`src/rtl/prod_sched.sv`:
```
// Round-robin scheduler sharing one unary Product_Block among N_REQ requesters.
// Optional zero-operand bypass: define PROD_SCHED_ZERO_SKIP_EN.
module prod_sched #(
  parameter int N_REQ  = 4,
  parameter int WINDOW = 225,
  parameter int CW     = 8
) (
  input  logic                     clk,
  input  logic                     reset,
  input  logic [N_REQ-1:0]         req,
  input  logic [4*N_REQ-1:0]       req_w,
  input  logic [4*N_REQ-1:0]       req_x,
  output logic [N_REQ-1:0]         gnt,
  output logic                     pb_in_rdy,
  output logic [3:0]               pb_w,
  output logic [3:0]               pb_x,
  input  logic                     pb_out,
  output logic                     rsp_valid,
  output logic [$clog2(N_REQ)-1:0] rsp_id,
  output logic [CW-1:0]            rsp_prod,
  output logic                     busy
);

  localparam int IW = $clog2(N_REQ);
  localparam int WW = $clog2(WINDOW + 1);

`ifdef PROD_SCHED_ZERO_SKIP_EN
  localparam bit ZSKIP = 1'b1;
`else
  localparam bit ZSKIP = 1'b0;
`endif

  typedef enum logic [1:0] {IDLE, LOAD, RUN, DONE} state_t;

  state_t         state, state_d;
  logic [IW-1:0]  last_gnt, id_l, sel, rid_q;
  logic           found, rest;
  logic [3:0]     w_l, x_l, w_sel, x_sel;
  logic [CW-1:0]  pcnt, prod_q;
  logic [WW-1:0]  wcnt;
  int unsigned    idx;

  // First pending request searching upward from last_gnt+1, wrapping.
  always_comb begin
    found = 1'b0;
    sel   = '0;
    idx   = 0;
    for (int unsigned k = 1; k <= N_REQ; k++) begin
      idx = (32'(last_gnt) + k) % N_REQ;
      if (!found && req[IW'(idx)]) begin
        found = 1'b1;
        sel   = IW'(idx);
      end
    end
  end

  assign w_sel = req_w[4*sel +: 4];
  assign x_sel = req_x[4*sel +: 4];

  // The IDLE cycle right after DONE never arbitrates, giving a WINDOW+4 issue period.
  always_comb begin
    state_d = state;
    case (state)
      IDLE: if (found && !rest)
              state_d = (ZSKIP && (w_sel == 4'd0 || x_sel == 4'd0)) ? DONE : LOAD;
      LOAD: state_d = RUN;
      RUN:  if (wcnt == WW'(WINDOW - 1)) state_d = DONE;
      DONE: state_d = IDLE;
      default: state_d = IDLE;
    endcase
  end

  always_ff @(posedge clk) begin
    if (reset) state <= IDLE;
    else       state <= state_d;
  end

  always_ff @(posedge clk) begin
    if (reset) begin
      last_gnt <= IW'(N_REQ - 1);
      id_l     <= '0;
      rid_q    <= '0;
      w_l      <= '0;
      x_l      <= '0;
      pcnt     <= '0;
      prod_q   <= '0;
      wcnt     <= '0;
      rest     <= 1'b0;
    end else begin
      rest <= (state == DONE);
      case (state)
        IDLE: if (found && !rest) begin
          id_l <= sel;
          w_l  <= w_sel;
          x_l  <= x_sel;
          pcnt <= '0;
          wcnt <= '0;
        end
        LOAD: begin
          pcnt <= '0;
          wcnt <= '0;
        end
        RUN: begin
          wcnt <= wcnt + 1'b1;
          if (pb_out && pcnt != '1) pcnt <= pcnt + 1'b1;
        end
        DONE: begin
          last_gnt <= id_l;
          rid_q    <= id_l;
          prod_q   <= pcnt;
        end
        default: ;
      endcase
    end
  end

  always_comb begin
    gnt       = '0;
    pb_in_rdy = 1'b0;
    pb_w      = '0;
    pb_x      = '0;
    rsp_valid = 1'b0;
    rsp_id    = rid_q;
    rsp_prod  = prod_q;
    busy      = (state != IDLE);
    if (state != IDLE) gnt[id_l] = 1'b1;
    if (state == LOAD || state == RUN) begin
      pb_w = w_l;
      pb_x = x_l;
    end
    if (state == LOAD) pb_in_rdy = 1'b1;
    if (state == DONE) begin
      rsp_valid = 1'b1;
      rsp_id    = id_l;
      rsp_prod  = pcnt;
    end
  end

endmodule

```
`config.mk`:
```
export PLATFORM = sky130hd
export DESIGN_NAME = prod_sched
export DESIGN_NICKNAME = d
export VERILOG_FILES = /design/src/rtl/prod_sched.sv
export SDC_FILE = /design/constraint.sdc
export NUM_CORES = 1
export LEC_CHECK = 0
export BUFFER_PORTS_ARGS = -buffer_cell sky130_fd_sc_hd__buf_2
export CORE_MARGIN = 2
export CORE_UTILIZATION = 45
export DETAILED_ROUTE_END_ITERATION = 12
export PLACE_DENSITY = 0.77
export SETUP_SLACK_MARGIN = 0.15
export SYNTH_ARGS = -nofsm -noshare
export SYNTH_HDL_FRONTEND = slang
export SYNTH_SLANG_ARGS = --single-unit
```
`constraint.sdc`:
```
create_clock -name clk -period 2.07 [get_ports clk]
set_input_delay 0.1035 -clock clk [delete_from_list [all_inputs] [get_ports clk]]
set_output_delay 0.1035 -clock clk [all_outputs]
set_load 0.02 [all_outputs]
```
Word level (Yosys, flattened, before mapping)
Index checks and enable logic that the tools add are counted.

storage, ports and cells
  bits in registers = 41
  output and inout bits = 25
  logic and storage cells = 82

cells by class
  add/sub/neg operators = 6
  order comparisons = 6
  equality and inequality tests = 8
  shift-type cells = 2
  mux-type cells = 32
  reduce and logical (&&, ||, !) cells = 18

operators by type and width
  kind                   number
  $pmux W8 S3            2
  $shiftx A16 B5 Y4      2
  $mux W8                3
  $add A8 B1 Y8 const B  2
  $lt A2 B3 Y1 const B   5
  $mux W2                7
  $mux W4                3
  $mux W1                11
  $bmux W1 S2            4
  $eq A8 B8 Y1 const B   1
  $ne A8 B8 Y1 const B   1
  $pmux W2 S4            1
  $logic_and A1 B1 Y1    6
  $ne A2 B2 Y1 const B   3
  $reduce_and A2 Y1      3
  $add A2 B1 Y2 const B  2
  $add A2 B2 Y2 const B  2
  $eq A2 B2 Y1 const B   2
  $logic_not A1 Y1       4
  $reduce_and A3 Y1      1
  $reduce_bool A3 Y1     1
  $demux W1 S2           1
  $eq A2 B1 Y1 const B   1
  $ge A2 B1 Y1 const B   1
  3 further kinds        3

Longest topological paths before layout
Gate-level depths: netlist of run 1.

  depth after elaboration = 16
  depth in mapped cells = 7
  depth with buffers taken out = 7

Worst setup path before layout of run 1
OpenSTA, ideal clock, no wires.

  path kind = register -> register
  from = register state[1]
  to = register prod_q[2]
  setup time = 0.115 ns
  arrival = 1.765 ns
  path slack = 0.190 ns
  stages on the path, launching flop included = 6
  path buffers = 2
  period minus slack after synthesis = 1.880 ns
  path through = dfxtp_1 ha_1 clkbuf_1 buf_2 mux2_2 and2_1

between the ends
  cells in the longest elaborated chain, start to end = 2

RTL lines
  item                    line  RTL
  start, declared         35    state_t state, state_d;
  start signal, assigned  75    else state <= state_d;
  $eq A2 B2 Y1            --
  $mux W8                 --
  named net rsp_prod[2]   20    output logic [CW-1:0] rsp_prod,
  end signal, assigned    110   prod_q <= pcnt;
  end, declared           39    logic [CW-1:0] pcnt, prod_q;

The timed path passes the listed nets, and every way through them passes these cells.
A chain may end at the register's enable or synchronous reset.

Final worst setup path of run 1
  from = register state[0]
  to = register pcnt[6]

between the ends
  cells in the longest elaborated chain, start to end = 3
  elaborated cells between the ends (all ways) = 8

RTL lines
  item                                                                 line  RTL
  $eq A2 B2 Y1, or another cell as far along                           91    case (state)
  $ne A2 B2 Y1 (no line) / $reduce_bool A3 Y1 (equally long branches)  --
  $reduce_and A3 Y1 (no line)                                          --
  end signal, assigned                                                 105   if (pb_out && pcnt != '1) pcnt <= pcnt + 1'b1;
  end, declared                                                        39

Parallel ways exist; a longest one is shown, timed or not.

==> impl_metrics.ini, run 1 <==
[sta]
finalHoldViolCount = 0
fin_skew_ns = 0.00226
finalSetupTns_ns = 0
rsz0062_at_grt = yes
max_freq_ghz = 0.568
tightest_slew_ns = 0.497
relSlewSlack_pct = 66.7
min_period_ns = 1.76
slew_violations = 0
min_period_over_period_pct = 85.1
setup_viol_count_final = 0

[die]
fp-row-count = 26
io-pin-count = 64
die-area_um2 = 5730
initial_core_util_pct = 45.9
die_y_um = 75.7
fp.dieW_um = 75.7
coreArea_um2 = 5040

[final_layout]
final_common_cell = buf_2
syn_to_final_growth_pct = 21.6
multi_input_area_um2 = 1400
regArea_um2 = 821
layout-drive-gt1-share_pct = 30.5
final_cell_mix = buf_2, dfxtp_1, nor2_1
nNetsFinal = 376
fin_util_pct = 55.8
antenna_cells = 0
fillers = 462

[route]
drt_wl_total_mm = 4.69
drtPass1Iterations = 4
drt-initial-drc-count = 109
viasPerCell = 5.13
wl_per_cell_um = 11.8
postRouteAntennaNets = 0
vias = 2042
drc_errors = 0

[global_route]
grt_overflow = 0
grt_pass1_vias = 1790
grt_antenna_before_repair = 0
track_usage_pct = 17.2
grt_max_degree = 23
grt_pass1_wl_mm = 7.62

[critical_path]
r2r_cells = 7
crit_path_cell_trace = inv_1 -> ha_1 -> o21a_2 -> or2_1 -> o21ai_2 -> buf_4 -> nor2_1
start_kind = flop
rr_endpoint = pcnt[6]
rrSetupSlack_ns = 0.31
critPathLaunch = state[0]
arrival_ns = 1.95
critPathRequiredTime_ns = 2.26
worstPathMaxFanout = 17
critical_path.max_stage_delay_ns = 0.37
crit_type = reg -> reg
r2r-start = state[0]
cp-end-kind = flop
cp_slowest_cell = dfxtp_1

[logic_synthesis]
synth_edf_count = 0
yosys_warnings = 0
synth_cell_type_count = 45
yosys.area.top_type_share_pct = 35.5
synth_compound_area_share_pct = 12.2
ys_ff_latch = 41
yosys.area_share.simple_pct = 28.2
synth.net_count = 310
synth_ff_type = dfxtp_1
synthesis.instances = 263
synth_top_area_cell = dfxtp_1
synthXorXnorAreaFrac_pct = 4.54
synth_mux_area_share_pct = 10.5
syn-cell-area_um2 = 2310
synth_area_leaders = dfxtp_1, mux2i_1, and2_1, mux2_2, ha_1
yosysSeqAreaShare_pct = 35.5
syn_avg_cell_area_um2 = 8.80
synth_top_family_by_area = simple AND/OR/NAND/NOR gates
synth_fa_ha_area_share_pct = 4.32
async_flop_share_pct = 0

[run_status]
status = finished clean

[hold_path]
hold_depth = 3
worstHoldEndpoint = w_l[3]
hold_class = in -> reg
hold_start = req_w[15]

[cts]
cts_sinks = 41
cts_root_buf = clkbuf_8
insertion_delay_ns = 0.29
holdBufCountCts = 0
cts_tree = built
cts_max_path_buffers = 2
h-tree-depth = 2
cts_resized = 0
clk_pin_slew_ns = 0.07
cts_made_buffers = 5
post_cts_buffers = 0

[power_and_ir_drop]
vdd_drop_max_mv = 0.477
p_seq_share_pct = 39.8
p_leak_nw = 1.23
net-switching-power_uw = 922
swShare_pct = 37.7
power.density_nw_per_um2 = 869
clkPwrFrac_pct = 19.4
p_comb_share_pct = 40.8
intPower_mw = 1.52

[placement]
dpl.hpwl_mm = 3.56
port_buffers = 63
gp_congestion = 0.819

[flow_run]
drv_cap = 0
==> sequential cells by signal (all words and copies together), names as in the netlist <==
signal / flops
x_l: 4
state: 2
wcnt: 8
w_l: 4
prod_q: 8
rid_q: 2
rest: 1
id_l: 2
pcnt: 8
last_gnt: 2
==> logic make-up (layout without fill, tap and decap cells) <==
logic type / after synthesis / count (layout)
and+or+nand+nor: 111 / 111
AOI/OAI and AO/OA: 42 / 42
DFF: 41 / 41
buffers and inverters: 26 / 91
muxes: 23 / 23
xor gates and xnor gates: 12 / 12
adders and majority gates: 8 / 8
==> area by class of cell <==
class                   count  area share [%]
clock buffers               5            2.45
clock inverters             1           0.178
inverters                  15            2.00
multi-input cells         196            49.6
flip-flops and latches     41            29.2
well taps                  70            3.11
repair buffers             70            13.5
==> Yosys cell counts (3+ instances only) <==
cell type  instances
nand2_1           15
and2_1            19
and4_1             8
ha_1               8
nor3_1             5
o21ai_1           10
mux2i_1           13
and3_1             4
nor2_1            24
a31oi_1            8
inv_1             14
nor4_2             5
mux2_2            10
nand3_1            9
xnor2_1           11
a21oi_1            4
nor4b_1            4
buf_2              3
o211ai_1           8
clkbuf_1           6
dfxtp_1           41
nand4_1            3
nor3b_1            4
nor2b_1            3
==> stage by stage <==
step / std cells / hold WS [ns] / worst slack, ns / cell area (um^2) / power (mW)
after floorplan: 263 / 0.316 / 0.190 / 2310 / 1.68
after global placement: 392 / 0.409 / 0.332 / 2730 / 1.95
after detailed placement: 392 / 0.419 / 0.251 / 2730 / 1.98
after CTS: 398 / 0.116 / 0.219 / 2800 / 2.45
after global routing: 398 / 0.117 / 0.121 / 2810 / 2.61
final: 398 / 0.115 / 0.309 / 2810 / 2.45
==> critical path: cells and delay by family (launching register included) <==
family / cells / cell delay [ns]
flip-flops: 1 / 0.37
adder cells (fa/ha/maj): 1 / 0.27
buffers and inverters: 2 / 0.27
AO/OA/AOI/OAI: 2 / 0.40
AND/OR/NAND/NOR: 2 / 0.35
==> power groups by stage <==
stage	Combinational (mW)	Clock (mW)	Sequential, mW
2_1_floorplan	0.715	0	0.967
3_3_place_gp	0.969	0	0.983
3_5_place_dp	0.986	0	0.991
4_1_cts	0.991	0.488	0.972
5_1_grt	1.11	0.512	0.989
6_report	0.998	0.475	0.972
==> per-layer routing <==
metal,routed length [um],part of all wire (%),vias to the layer above,global-route usage (%)
met5,0,0,-,0
met4,74,1.6,0,5.85
met3,256,5.5,7,4.89
met2,2300,49,56,31.5
met1,2060,44,922,19.0
li1,-,-,1057,-
==> worst max-delay path by stage <==
stage                      to  slack [ns]  cells past startpoint
floorplan           prod_q[2]        0.19                      5
global placement       w_l[0]        0.33                      6
detailed placement     x_l[3]        0.25                      6
CTS                    x_l[0]        0.22                      6
global route          pcnt[3]        0.12                      7
finish                pcnt[6]        0.31                      7
(Power assumes the default switching activity.)
==> run 2, diff against run 1 <==
==> constraint.sdc (replaced) <==
create_clock -name clk -period 2.07 [get_ports clk]
set_input_delay 0.3105 -clock clk [delete_from_list [all_inputs] [get_ports clk]]
set_output_delay 0.3105 -clock clk [all_outputs]
set_load 0.02 [all_outputs]
==> impl_metrics.ini, run 2 (synthesized netlist as in run 1, its figures left out) <==
[run_status]
status = finished clean

[final_layout]
fin_area_um2 = 2830
antenna_cells = 0
fillers = 468
final_common_cell = buf_2
final_cell_mix = buf_2, dfxtp_1, nor2_1
nNetsFinal = 376
layout-drive-gt1-share_pct = 32.1
syn_to_final_growth_pct = 22.3
stdcell_count = 400
top_regs = pcnt: 8 flops, prod_q: 8 flops, wcnt: 8 flops

[sta]
min_period_over_period_pct = 87.0
setup_viol_count_final = 0
min_period_ns = 1.80
finalHoldViolCount = 0
fin_ws_ns = 0.270
max_freq_ghz = 0.556
tightest_slew_ns = 0.494
relSlewSlack_pct = 66.8
rsz0062_at_grt = no
slew_violations = 0
finalSetupTns_ns = 0
fin_skew_ns = 0.00769

[power_and_ir_drop]
p_total_mw = 2.48
power.density_nw_per_um2 = 876
vdd_drop_max_mv = 0.455
p_leak_nw = 1.22

[cts]
insertion_delay_ns = 0.30
clk_pin_slew_ns = 0.07
h-tree-depth = 2
cts_root_buf = clkbuf_8
cts_sinks = 41
post_cts_buffers = 0
cts_made_buffers = 5
cts_max_path_buffers = 2
cts_tree = built

[critical_path]
critPathRequiredTime_ns = 1.76
arrival_ns = 1.49
crit_type = reg -> out
cp-end-kind = primary output
worstPathMaxFanout = 15
start_kind = flop

[placement]
dpl.hpwl_mm = 3.63
dpl_cell_area_um2 = 2710
port_buffers = 63
gp_congestion = 0.818
pre_cts_ws_ns = 0.120
post-place-cells = 392

[flow_run]
drv_cap = 0

[global_route]
grt_overflow = 0
grt_antenna_before_repair = 0
grt_max_degree = 18
grt_pass1_vias = 1777
grt_pass1_wl_mm = 7.42
track_usage_pct = 16.5

[die]
fp-row-count = 26
fp.dieW_um = 75.7
initial_core_util_pct = 45.9
io-pin-count = 64
die_y_um = 75.7
coreArea_um2 = 5040
die-area_um2 = 5730

[route]
vias = 2056
drtPass1Iterations = 4
drt-initial-drc-count = 66
postRouteAntennaNets = 0
drt_wl_total_mm = 4.73
drc_errors = 0
wl_per_cell_um = 11.8
viasPerCell = 5.14

[hold_path]
hold_class = in -> reg
-- run 2: stage by stage --
stage | hold WS [ns] | util [%]
2_1_floorplan | 0.435 | -
3_3_place_gp | 0.448 | 53.8
3_5_place_dp | 0.452 | 53.8
4_1_cts | 0.317 | 55.8
5_1_grt | 0.325 | 56.2
6_report | 0.312 | 56.2
-- run 2: cell type report --
class | instances | area [um^2] | share of cell area (%)
inverters | 15 | 56.3 | 1.99
clock inverters | 2 | 10.0 | 0.354
flip-flops and latches | 41 | 823 | 29.1
clock buffers | 6 | 72.6 | 2.56
repair buffers | 70 | 368 | 13.0
multi-input cells | 196 | 1410 | 49.9
well taps | 70 | 87.6 | 3.09
-- run 2: final timing paths --
kind                            startpoint         to  slack, ns  depth (start not counted)
worst min-delay path             req_w[15]     w_l[3]       0.31                          3
worst min register to register      w_l[3]     w_l[3]       0.47                          2
worst max-delay path              state[0]  rsp_id[1]       0.27                          3
worst max register to register    state[0]    pcnt[1]       0.28                          7
-- run 2: power by group --
part / internal, mW / switching, mW / total [mW]
clock network: 0.234 / 0.271 / 0.505
logic: 0.412 / 0.583 / 0.995
registers: 0.896 / 0.0837 / 0.980
-- run 2: per-layer routing --
layer	vias to the layer above	routed length (um)	global-route usage [%]
met1	932	2140	20.2
met2	57	2280	29.0
li1	1058	-	-
met3	9	264	3.97
met5	-	0	0
met4	0	56	4.48
-- run 2: repair_timing --
item	CTS	global route
gates resized for setup	3	7
endpoints found under the setup margin	19	21
hold buffers	0	0
endpoints found under the hold margin	0	0
-- run 2: critical path: stages, from the launching register on --
cell     delay [ns]
dfxtp_2        0.37
ha_4           0.28
mux2_2         0.38
buf_2          0.16
